--- src/rtl/icache.sv ---
// Direct-mapped, read-only instruction cache with one-word frames.
// Hits are served combinationally from IDLE; misses run a single-word fill.
module icache #(
  parameter int unsigned SETS = 16,
  localparam int unsigned IDX_W = $clog2(SETS),
  localparam int unsigned TAG_W = 30 - IDX_W
) (
  input  logic        CLK,
  input  logic        nRST,
  input  logic        imemREN,
  input  logic [31:0] imemaddr,
  output logic        ihit,
  output logic [31:0] imemload,
  output logic        iREN,
  output logic [31:0] iaddr,
  input  logic        iwait,
  input  logic [31:0] iload
);

  typedef enum logic [0:0] {StIdle, StFetch} state_e;

  state_e             r_state;
  state_e             w_state_next;
  logic [29:0]        r_miss_word;
  logic [SETS-1:0]    r_valid;
  logic [TAG_W-1:0]   r_tag  [SETS];
  logic [31:0]        r_data [SETS];

  logic [IDX_W-1:0]   w_idx;
  logic [TAG_W-1:0]   w_tag;
  logic [IDX_W-1:0]   w_miss_idx;
  logic [TAG_W-1:0]   w_miss_tag;
  logic               w_hit;
  logic               w_miss;
  logic               w_fill;
  logic               w_unused_lsb;

  assign w_idx        = imemaddr[IDX_W+1:2];
  assign w_tag        = imemaddr[31:IDX_W+2];
  assign w_miss_idx   = r_miss_word[IDX_W-1:0];
  assign w_miss_tag   = r_miss_word[29:IDX_W];
  assign w_unused_lsb = ^imemaddr[1:0];

  assign w_hit  = imemREN & r_valid[w_idx] & (r_tag[w_idx] == w_tag);
  assign w_miss = (r_state == StIdle) & imemREN & ~w_hit;
  assign w_fill = (r_state == StFetch) & ~iwait;

  always_comb begin
    w_state_next = r_state;
    ihit         = 1'b0;
    imemload     = 32'h0;
    iREN         = 1'b0;
    iaddr        = 32'h0;
    unique case (r_state)
      StIdle: begin
        ihit     = w_hit;
        imemload = w_hit ? r_data[w_idx] : 32'h0;
        if (w_miss) w_state_next = StFetch;
      end
      StFetch: begin
        iREN  = 1'b1;
        iaddr = {r_miss_word, 2'b00};
        // A started fill always completes, regardless of the current request.
        if (!iwait) w_state_next = StIdle;
      end
      default: w_state_next = StIdle;
    endcase
  end

  always_ff @(posedge CLK or negedge nRST) begin
    if (!nRST) begin
      r_state     <= StIdle;
      r_miss_word <= '0;
      r_valid     <= '0;
    end else begin
      r_state <= w_state_next;
      if (w_miss) r_miss_word <= imemaddr[31:2];
      if (w_fill) r_valid[w_miss_idx] <= 1'b1;
    end
  end

  // Tag and data arrays carry no reset; the valid bits qualify them.
  always_ff @(posedge CLK) begin
    if (w_fill) begin
      r_tag[w_miss_idx]  <= w_miss_tag;
      r_data[w_miss_idx] <= iload;
    end
  end

endmodule

--- config.mk ---
export PLATFORM = sky130hd
export DESIGN_NAME = icache
export DESIGN_NICKNAME = d
export VERILOG_FILES = /design/src/rtl/icache.sv
export SDC_FILE = /design/constraint.sdc
export NUM_CORES = 1
export LEC_CHECK = 0
export BUFFER_PORTS_ARGS = -buffer_cell sky130_fd_sc_hd__buf_2
export CAP_MARGIN = 20
export CORE_UTILIZATION = 50
export DETAILED_ROUTE_END_ITERATION = 10
export GPL_TIMING_DRIVEN = 0
export PLACE_DENSITY = 0.71
export REMOVE_ABC_BUFFERS = 1
export SKIP_CTS_REPAIR_TIMING = 1
export SLEW_MARGIN = 5
export SYNTH_ARGS = -nofsm -noshare
export SYNTH_HDL_FRONTEND = slang
export SYNTH_SLANG_ARGS = --single-unit
--- constraint.sdc ---
create_clock -name CLK -period 13.5 [get_ports CLK]
set_input_delay 4.05 -clock CLK [delete_from_list [all_inputs] [get_ports CLK]]
set_output_delay 4.05 -clock CLK [all_outputs]
set_load 0.02 [all_outputs]
==> reports/metrics.yaml, run 1 <==
clockPowerShare_pct: 39.1
path_max_fanout: 72
grt_pass1_wl_mm: 124
maxSlewViolCount: 0
utilization_pct: 58.8
ys_seq_area_share_pct: 76.5
seq_power_share_pct: 53.9
ys_async_sr_fraction_pct: 4.82
rsz0062_at_grt: "false"
syn_inst: 1679
gp_congestion: 0.741
nets: 1968
vias: 18000
maxSlewHeadroom_pct: 34.4
cp.arrival_ps: 9040
start_kind: "primary input"
p_int_uw: 5260
diodes: 0
min_period_over_period_pct: 97.0
synth_warnings: 0
drc: 0
die_width_um: 278
hold_slack_ps: 474
syn_area_um2: 38000
timing.final.hold_violations: 0
antenna_found_initial: 2
drtAntennaViolNets: 0
drt_iter0_markers: 2077
initial_core_util_pct: 50.8
status: "finished clean"
postPlaceCellArea_um2: 40900
dieArea_um2: 77100
fillCellCount: 5212
cts_root_buffer: "clkbuf_16"
cts_buffers: 94
area_growth_pct: 15.9
synth-seq-cells: 975
synthFlopType: "edfxtp_1"
worstSetupEndpointType: "output port"
wl_per_cell_um: 28.7
vdd_drop_max_mv: 0.0861
avgSynthCellArea_um2: 22.6
port_buffers: 129
rows: 100
clk_latency_ps: 640
numClockSinks: 975
crit_type: "primary input to output port"
grt-ovfl-total: 0
drive_above_1_share_pct: 35.8
swShare_pct: 21.8
firstDrtPassIters: 5
worst_pin_slew_ps: 978
clk_pin_slew_ps: 60
die_h_um: 278
p_sw_uw: 1470
core_region_area_um2: 74800
max_freq_mhz: 76.4
setup_viol: 0
combPwrFrac_pct: 7.1
worst_clock_skew_ps: 25.2
grt_use_total_pct: 22.2
wl_mm: 84.4
io_pins: 134
drv_cap: 0
fin_crit_ps: 13090
hold_path.class: "register to register"
power_density_nw_per_um2: 153
synth_cell_types: 53
viasPerCell: 6.09
cts_tree: "yes"
htree_levels: 3
power_uw: 6720
grt_pass1_vias: 18700
place_hpwl_mm: 50.2
cts_buffer_depth: 3
power.leakage_uw: 0.0145
synth_edf_count: 928
critPathRequiredTime_ps: 9450
final_area_um2: 44000
grt_max_degree: 85
## path summary, 6_finish.rpt
path,startpoint,end,slack (ps),cells after the start
min,r_valid[1],r_valid[1],470,1
max in group asynchronous,nRST,r_state,9380,1
max,imemaddr[2],imemload[24],410,12
max reg2reg,r_tag[4][0],r_miss_word[4],9620,10
min reg2reg,r_valid[1],r_valid[1],470,1
min in group asynchronous,nRST,r_miss_word[16],3510,1
## sequential cells by signal, summed over array words and instances, names as in the netlist
name	flops
r_data	512
r_miss_word	30
r_state	1
r_tag	416
r_valid	16
## synthesized netlist by cell type, drive strengths merged, types with 2 or more instances
library cell | number | share of area (%)
nand2b | 10 | 0.16
or4 | 2 | 0.049
xnor2 | 20 | 0.46
a22o | 5 | 0.12
a211oi | 5 | 0.099
inv | 5 | 0.049
nor3 | 5 | 0.066
nor3b | 2 | 0.040
and3 | 2 | 0.033
mux2i | 69 | 1.8
a22oi | 8 | 0.16
o211ai | 2 | 0.040
mux4 | 246 | 15
buf | 61 | 1.0
clkbuf | 26 | 0.26
a221oi | 9 | 0.22
edfxtp | 928 | 73
o21ai | 2 | 0.026
a31oi | 4 | 0.066
o22ai | 7 | 0.12
dfrtp | 47 | 3.1
mux2 | 45 | 1.3
and2 | 33 | 0.54
nor2 | 19 | 0.19
xor2 | 9 | 0.21
or2 | 16 | 0.26
a2111oi | 2 | 0.046
nand2 | 29 | 0.29
nand4 | 4 | 0.066
nor2b | 41 | 0.87
## final cells by class
type | instances | area (um2) | share of cell area [%]
flip-flops and latches | 975 | 29000 | 66.0
clock buffers | 128 | 2650 | 6.01
inverters | 5 | 21.3 | 0.0483
multi-input cells | 613 | 8560 | 19.4
clock inverters | 45 | 457 | 1.04
repair buffers | 211 | 2100 | 4.76
well taps | 969 | 1210 | 2.75
## per-layer routing
metal | part of all wire (%) | global-route usage [%]
met1 | 42 | 31.1
met2 | 50 | 36.7
met3 | 5.7 | 3.14
met4 | 2.2 | 6.42
met5 | 0 | 0
## worst max-delay path, cell delays in order
cell,delay (ps)
buf_8,540
buf_16,430
mux4_2,590
mux2i_1,190
mux2i_1,130
xnor2_1,240
nand4_1,250
nor4_1,700
or3b_1,420
or4_4,770
nor2b_2,310
buf_2,200
## cells by family after synthesis
group                     synth area share, %
xor gates and xnor gates                0.669
other                                 0.00987
muxes                                    17.7
AOI/OAI and AO/OA                        1.10
and+or+nand+nor                          2.68
buffers and inverters                    1.33
DFF                                      76.5
## per-stage QoR
stage	std cells	setup TNS [ps]	setup WS (ps)
finish	2946	0	411
detailed placement	2772	0	334
CTS	2945	0	310
floorplan	1593	0	1100
global route	2946	0	160
global placement	2691	-592050	-5190
## power groups by stage
| stage | clock [uW] | sequential [uW] | combinational, uW |
|---|---|---|---|
| global route | 2780 | 3630 | 505 |
| CTS | 2670 | 3620 | 482 |
| floorplan | 0 | 3640 | 264 |
| finish | 2630 | 3620 | 476 |
| detailed placement | 0 | 3680 | 478 |
| global placement | 0 | 3670 | 469 |
## cells in the final DEF (no fill, tap or decap), drive strengths merged, types with 4 or more instances in the layout
cell type,Yosys,final
a211oi,5,5
a221oi,9,9
a22o,5,5
a22oi,8,8
a31oi,4,4
and2,33,33
buf,61,211
bufinv,0,9
clkbuf,26,128
clkinv,0,30
dfrtp,47,47
edfxtp,928,928
inv,5,9
mux2,45,45
mux2i,69,69
mux4,246,246
nand2,29,29
nand2b,10,10
nand4,4,4
nor2,19,19
nor2b,41,41
nor3,5,5
o22ai,7,7
or2,16,16
xnor2,20,20
xor2,9,9
No activity file was read; power rests on OpenSTA's default activity.
==> inputs of run 2 (changes only) <==
--- a/config.mk
+++ b/config.mk
@@ -7,6 +7,7 @@
 export LEC_CHECK = 0
 export BUFFER_PORTS_ARGS = -buffer_cell sky130_fd_sc_hd__buf_2
 export CAP_MARGIN = 20
+export CORE_MARGIN = 4
 export CORE_UTILIZATION = 50
 export DETAILED_ROUTE_END_ITERATION = 10
 export GPL_TIMING_DRIVEN = 0
==> reports/metrics.yaml, run 2 (same netlist as run 1, synthesis figures left out) <==
final_area_um2: 44000  # about the same
slowest_stage: "or4_4"
p_sw_uw: 1460  # -0.55%
antenna_found_initial: 4  # +2
cts_root_buffer: "clkbuf_16"
io_pins: 134  # unchanged
seq_power_share_pct: 54.5  # +0.6 points
drtAntennaViolNets: 0  # unchanged
worst_clock_skew_ps: 27.8  # +2.59 ps
path_delay_family: "simple AND/OR/NAND/NOR gates"
hold_path.class: "register to register"
numClockSinks: 975  # unchanged
worstSetupEndpointType: "output port"
maxSlewViolCount: 0  # unchanged
drc: 0  # unchanged
largest_register_ffs: 512  # unchanged
grt_use_total_pct: 21.3  # -0.89 points
p_int_uw: 5180  # -1.5%
wl_mm: 84.8  # +0.44%
top_register: "r_data"
mostFrequentLayoutCells: "928 x edfxtp_1, 246 x mux4_2, 126 x buf_2"
path_cells: "buf_8 -> buf_16 -> buf_16 -> mux4_2 -> mux4_2 -> xnor2_1 -> nand4_1 -> or4_1 -> or3b_1 -> or4_4 -> nor2b_2 -> buf_2"
clk_pin_slew_ps: 60  # about the same
hold_slack_ps: 467  # -7.48 ps
layout_commonest_cell: "edfxtp_1"
place_hpwl_mm: 50.7  # +0.97%
fin_crit_ps: 13040  # -48.5 ps
crit_type: "primary input to output port"
path_max_fanout: 75  # +4.2%
grt_max_degree: 76  # -11%
vdd_drop_max_mv: 0.114  # +33%
die_h_um: 284  # +2.2%
cpPeakStageDelay_ps: 770  # about the same
htree_levels: 3  # unchanged
core_region_area_um2: 74800  # unchanged
grt-ovfl-total: 0  # unchanged
nets: 1973  # +0.25%
die_width_um: 284  # +2.2%
power_density_nw_per_um2: 151  # -1.3%
cp.arrival_ps: 8990  # -50 ps
port_buffers: 129  # unchanged
clockPowerShare_pct: 38.3  # -0.8 points
timing.final.hold_violations: 0  # unchanged
power.leakage_uw: 0.0145  # about the same
ff2ff_path_depth: 10  # unchanged
max_freq_mhz: 76.7  # +0.37%
grt_pass1_vias: 19100  # +1.9%
combPwrFrac_pct: 7.2  # about the same
vias: 18000  # +0.21%
dieArea_um2: 80400  # +4.4%
critPathRequiredTime_ps: 9450  # about the same
holdPathStages: 1  # unchanged
grt_pass1_wl_mm: 127  # +2.4%
wl_per_cell_um: 28.7  # about the same
swShare_pct: 22.0  # +0.17 points
worst_pin_slew_ps: 971  # -7.00 ps
drt_iter0_markers: 2083  # +0.29%
setup_viol: 0  # unchanged
gp_congestion: 0.757  # +2.1%
viasPerCell: 6.08  # -0.16%
rsz0062_at_grt: "false"
drv_cap: 0  # unchanged
path_buf_inv: 4  # +1
clk_latency_ps: 650  # about the same
cts_buffer_depth: 3  # unchanged
top_regs: "r_data: 512 flops, r_tag: 416 flops, r_miss_word: 30 flops"
area_growth_pct: 16.0  # about the same
start_kind: "primary input"
rows: 100  # unchanged
postPlaceCellArea_um2: 41000  # +0.25%
cts_buffers: 97  # +3.2%
firstDrtPassIters: 5  # unchanged
cts_tree: "yes"
worstSetupPathDepth: 12  # unchanged
maxSlewHeadroom_pct: 34.9  # +0.47 points
min_period_over_period_pct: 96.6  # -0.36 points
drive_above_1_share_pct: 35.7  # -0.080 points
initial_core_util_pct: 50.8  # unchanged
status: "finished clean"
==> run 2: layer usage <==
metal | share of wire [%] | routed length [um] | vias to the layer above | track usage (%)
met3 | 6.7 | 5720 | 111 | 3.54
li1 | - | - | 7488 | -
met1 | 41 | 34800 | 9663 | 30.4
met5 | 0.021 | 18 | - | 0
met2 | 50 | 42800 | 727 | 35.2
met4 | 1.7 | 1460 | 4 | 5.09
==> run 2: area by class of cell <==
class / count / area [um2]
Antenna cell: 1 / 2.50
Clock inverter: 58 / 409
Multi-Input combinational cell: 613 / 8560
Inverter: 5 / 21.3
Tap cell: 969 / 1210
Timing Repair Buffer: 213 / 2180
Fill cell: 5222 / 30800
Clock buffer: 123 / 2610
Sequential cell: 975 / 29000
==> run 2: power groups by stage <==
stage                     registers, uW  logic [uW]  clock network [uW]
after global placement             3670         468                   0
after detailed placement           3680         479                   0
after global routing               3630         511                2720
after CTS                          3620         484                2580
final                              3620         476                2540
after floorplan                    3640         264                   0
==> run 2: worst reg2reg max path: stages (launching register included) <==
cell      delay (ps)
edfxtp_1         390
mux4_2           490
a22o_1           250
a221oi_2         220
xor2_1           220
nand4_1          190
or4_1            650
nand2b_1         230
o21ai_4          470
buf_12           260
mux2_2           380
==> run 2: worst paths after layout <==
| kind | from | to | slack, ps |
|---|---|---|---|
| worst min register to register | r_valid[11] | r_valid[11] | 470 |
| max in group asynchronous | nRST | r_miss_word[20] | 9440 |
| worst max-delay path | imemaddr[2] | imemload[16] | 460 |
| worst min-delay path | r_valid[11] | r_valid[11] | 470 |
| worst max register to register | r_tag[14][11] | r_miss_word[26] | 9630 |
| min in group asynchronous | nRST | r_miss_word[1] | 3440 |
==> run 2: metrics by stage <==
stage	utilization, %	power, uW	TNS [ps]	std cells	worst slack [ps]
detailed placement	54.8	4160	0	2775	62.8
floorplan	-	3900	0	1593	1100
global placement	52.6	4140	-618490	2691	-5220
global route	58.9	6860	0	2957	143
finish	58.9	6640	0	2957	460
CTS	58.8	6680	0	2956	17.1
==> inputs of run 3 (changes only) <==
--- a/config.mk
+++ b/config.mk
@@ -6,12 +6,12 @@
 export NUM_CORES = 1
 export LEC_CHECK = 0
 export BUFFER_PORTS_ARGS = -buffer_cell sky130_fd_sc_hd__buf_2
-export CAP_MARGIN = 20
+export CAP_MARGIN = 5
 export CORE_MARGIN = 4
-export CORE_UTILIZATION = 50
+export CORE_UTILIZATION = 60
 export DETAILED_ROUTE_END_ITERATION = 10
 export GPL_TIMING_DRIVEN = 0
-export PLACE_DENSITY = 0.71
+export PLACE_DENSITY = 0.82
 export REMOVE_ABC_BUFFERS = 1
 export SKIP_CTS_REPAIR_TIMING = 1
 export SLEW_MARGIN = 5
==> reports/metrics.yaml, run 3 (same netlist as run 1, synthesis figures left out) <==
status: "finished clean"
wl_mm: 90.3  # +6.5%
path_cells: "buf_8 -> buf_16 -> mux4_2 -> mux2i_1 -> mux2_2 -> xor2_1 -> nand4_1 -> or4_1 -> or3b_1 -> or4_4 -> nor2b_2 -> buf_2"
mostFrequentLayoutCells: "928 x edfxtp_1, 246 x mux4_2, 124 x buf_2"
critPathRequiredTime_ps: 9450  # about the same
fin_crit_ps: 13180  # +144 ps
hold_path.startpoint: "r_valid[3]"
dr_wl_met3_mm: 8.37  # +46%
gp_congestion: 0.739  # -2.3%
hold_path.class: "register to register"
r2r-start: "r_tag[10][1]"
final_area_um2: 43700  # -0.73%
vias: 18700  # +4.1%
grt_use_total_pct: 27.1  # +5.8 points
final-seq-area_um2: 29000  # unchanged
start_kind: "primary input"
cts_buffer_depth: 3  # unchanged
area_growth_pct: 15.1
worst_clock_skew_ps: 22.2  # -5.63 ps
firstDrtPassIters: 5  # unchanged
top_regs: "r_data: 512 flops, r_tag: 416 flops, r_miss_word: 30 flops"
antenna_found_initial: 5  # +1
max_freq_mhz: 75.8  # -1.1%
cts_tree: "yes"
drv_cap: 0  # unchanged
dieArea_um2: 67400  # -16%
core_region_area_um2: 62200  # -17%
highest-signal-layer: "met4"
power.leakage_uw: 0.0144  # -0.58%
tns_ps: 0  # unchanged
cpPeakStageDelay_ps: 800  # +30 ps
crit_type: "primary input to output port"
initial_core_util_pct: 61.1  # +10 points
rows: 91  # -9.0%
nets: 1961  # -0.61%
grt_pass1_wl_mm: 132  # +3.9%
port_buffers: 129  # unchanged
min_period_over_period_pct: 97.7  # +1.1 points
viasPerCell: 6.66  # +9.4%
place_hpwl_mm: 50.3  # -0.77%
top_register: "r_data"
hold_slack_ps: 471  # +4.34 ps
drtAntennaViolNets: 0  # unchanged
maxSlewViolCount: 0  # unchanged
drive_above_1_share_pct: 35.8  # +0.087 points
path_max_fanout: 68  # -9.3%
clk_pin_slew_ps: 60  # about the same
power_density_nw_per_um2: 153  # +1.7%
drc: 0  # unchanged
cts_buffers: 93  # -4.1%
htree_levels: 3  # unchanged
cp.arrival_ps: 9130  # +140 ps
layout_commonest_cell: "edfxtp_1"
die_h_um: 260  # -8.5%
maxSlewHeadroom_pct: 42.0  # +7.1 points
timing.final.hold_violations: 0  # unchanged
setup_viol: 0  # unchanged
worstSetupEndpointType: "output port"
io_pins: 134  # unchanged
rsz0062_at_grt: "false"
die_width_um: 260  # -8.5%
numClockSinks: 975  # unchanged
wl_per_cell_um: 32.1  # +12%
clk_latency_ps: 650  # about the same
drt_iter0_markers: 2423  # +16%
wl_met2_mm: 45.9  # +7.3%
multi_input_area_um2: 8560  # about the same
vdd_drop_max_mv: 0.117  # +2.4%
grt_pass1_vias: 19500  # +2.2%
wl_met1_mm: 33.5  # -3.7%
fillCellCount: 3524  # -33%
largest_register_ffs: 512  # unchanged
utilization_pct: 70.3  # +11 points
grt-ovfl-total: 0  # unchanged
slowest_stage: "or4_4"
worst_pin_slew_ps: 870  # -101 ps
grt_max_degree: 104  # +37%
cts_root_buffer: "clkbuf_16"
worstSetupStartpoint: "imemaddr[2]"
postPlaceCellArea_um2: 40700  # -0.83%
run 3: path summary, 6_finish.rpt:
kind | slack, ps | depth (start not counted) | end
min | 470 | 1 | r_valid[3]
max | 320 | 12 | imemload[12]
min in group asynchronous | 3460 | 1 | r_miss_word[23]
max in group asynchronous | 9490 | 1 | r_state
min reg2reg | 470 | 1 | r_valid[3]
max reg2reg | 9550 | 10 | r_miss_word[20]
run 3: critical path, delay by kind of cell:
| kind | cells | cell delay, ps |
|---|---|---|
| xor gates and xnor gates | 1 | 280 |
| and+or+nand+nor | 5 | 2430 |
| muxes | 3 | 990 |
| buffers and inverters | 3 | 1200 |
run 3: stage by stage:
stage | setup slack, ps | power, uW | instances
3_5_place_dp | 207 | 4150 | 2635
3_3_place_gp | -4890 | 4130 | 2559
2_1_floorplan | 1100 | 3900 | 1593
6_report | 316 | 6700 | 2814
5_1_grt | 55.5 | 6900 | 2812
4_1_cts | 152 | 6720 | 2808
run 3: final cells by class:
class | instances | share of cell area (%)
diodes | 6 | 0.0343
clock buffers | 123 | 5.86
clock inverters | 50 | 1.07
inverters | 5 | 0.0486
multi-input cells | 613 | 19.6
flip-flops and latches | 975 | 66.4
well taps | 837 | 2.40
repair buffers | 205 | 4.59
run 3: power by group:
part | switching (uW) | internal, uW | leakage, uW | total [uW]
Combinational | 263 | 217 | 0.00400 | 481
Sequential | 124 | 3500 | 0.00891 | 3620
Clock | 1100 | 1490 | 0.00149 | 2600
Total | 1490 | 5210 | 0.0144 | 6700
run 3: metal layers:
metal | track usage (%) | vias to the layer above
li1 | - | 7452
met2 | 44.5 | 1235
met4 | 7.32 | 0
met5 | 0 | -
met1 | 38.2 | 9858
met3 | 5.64 | 184
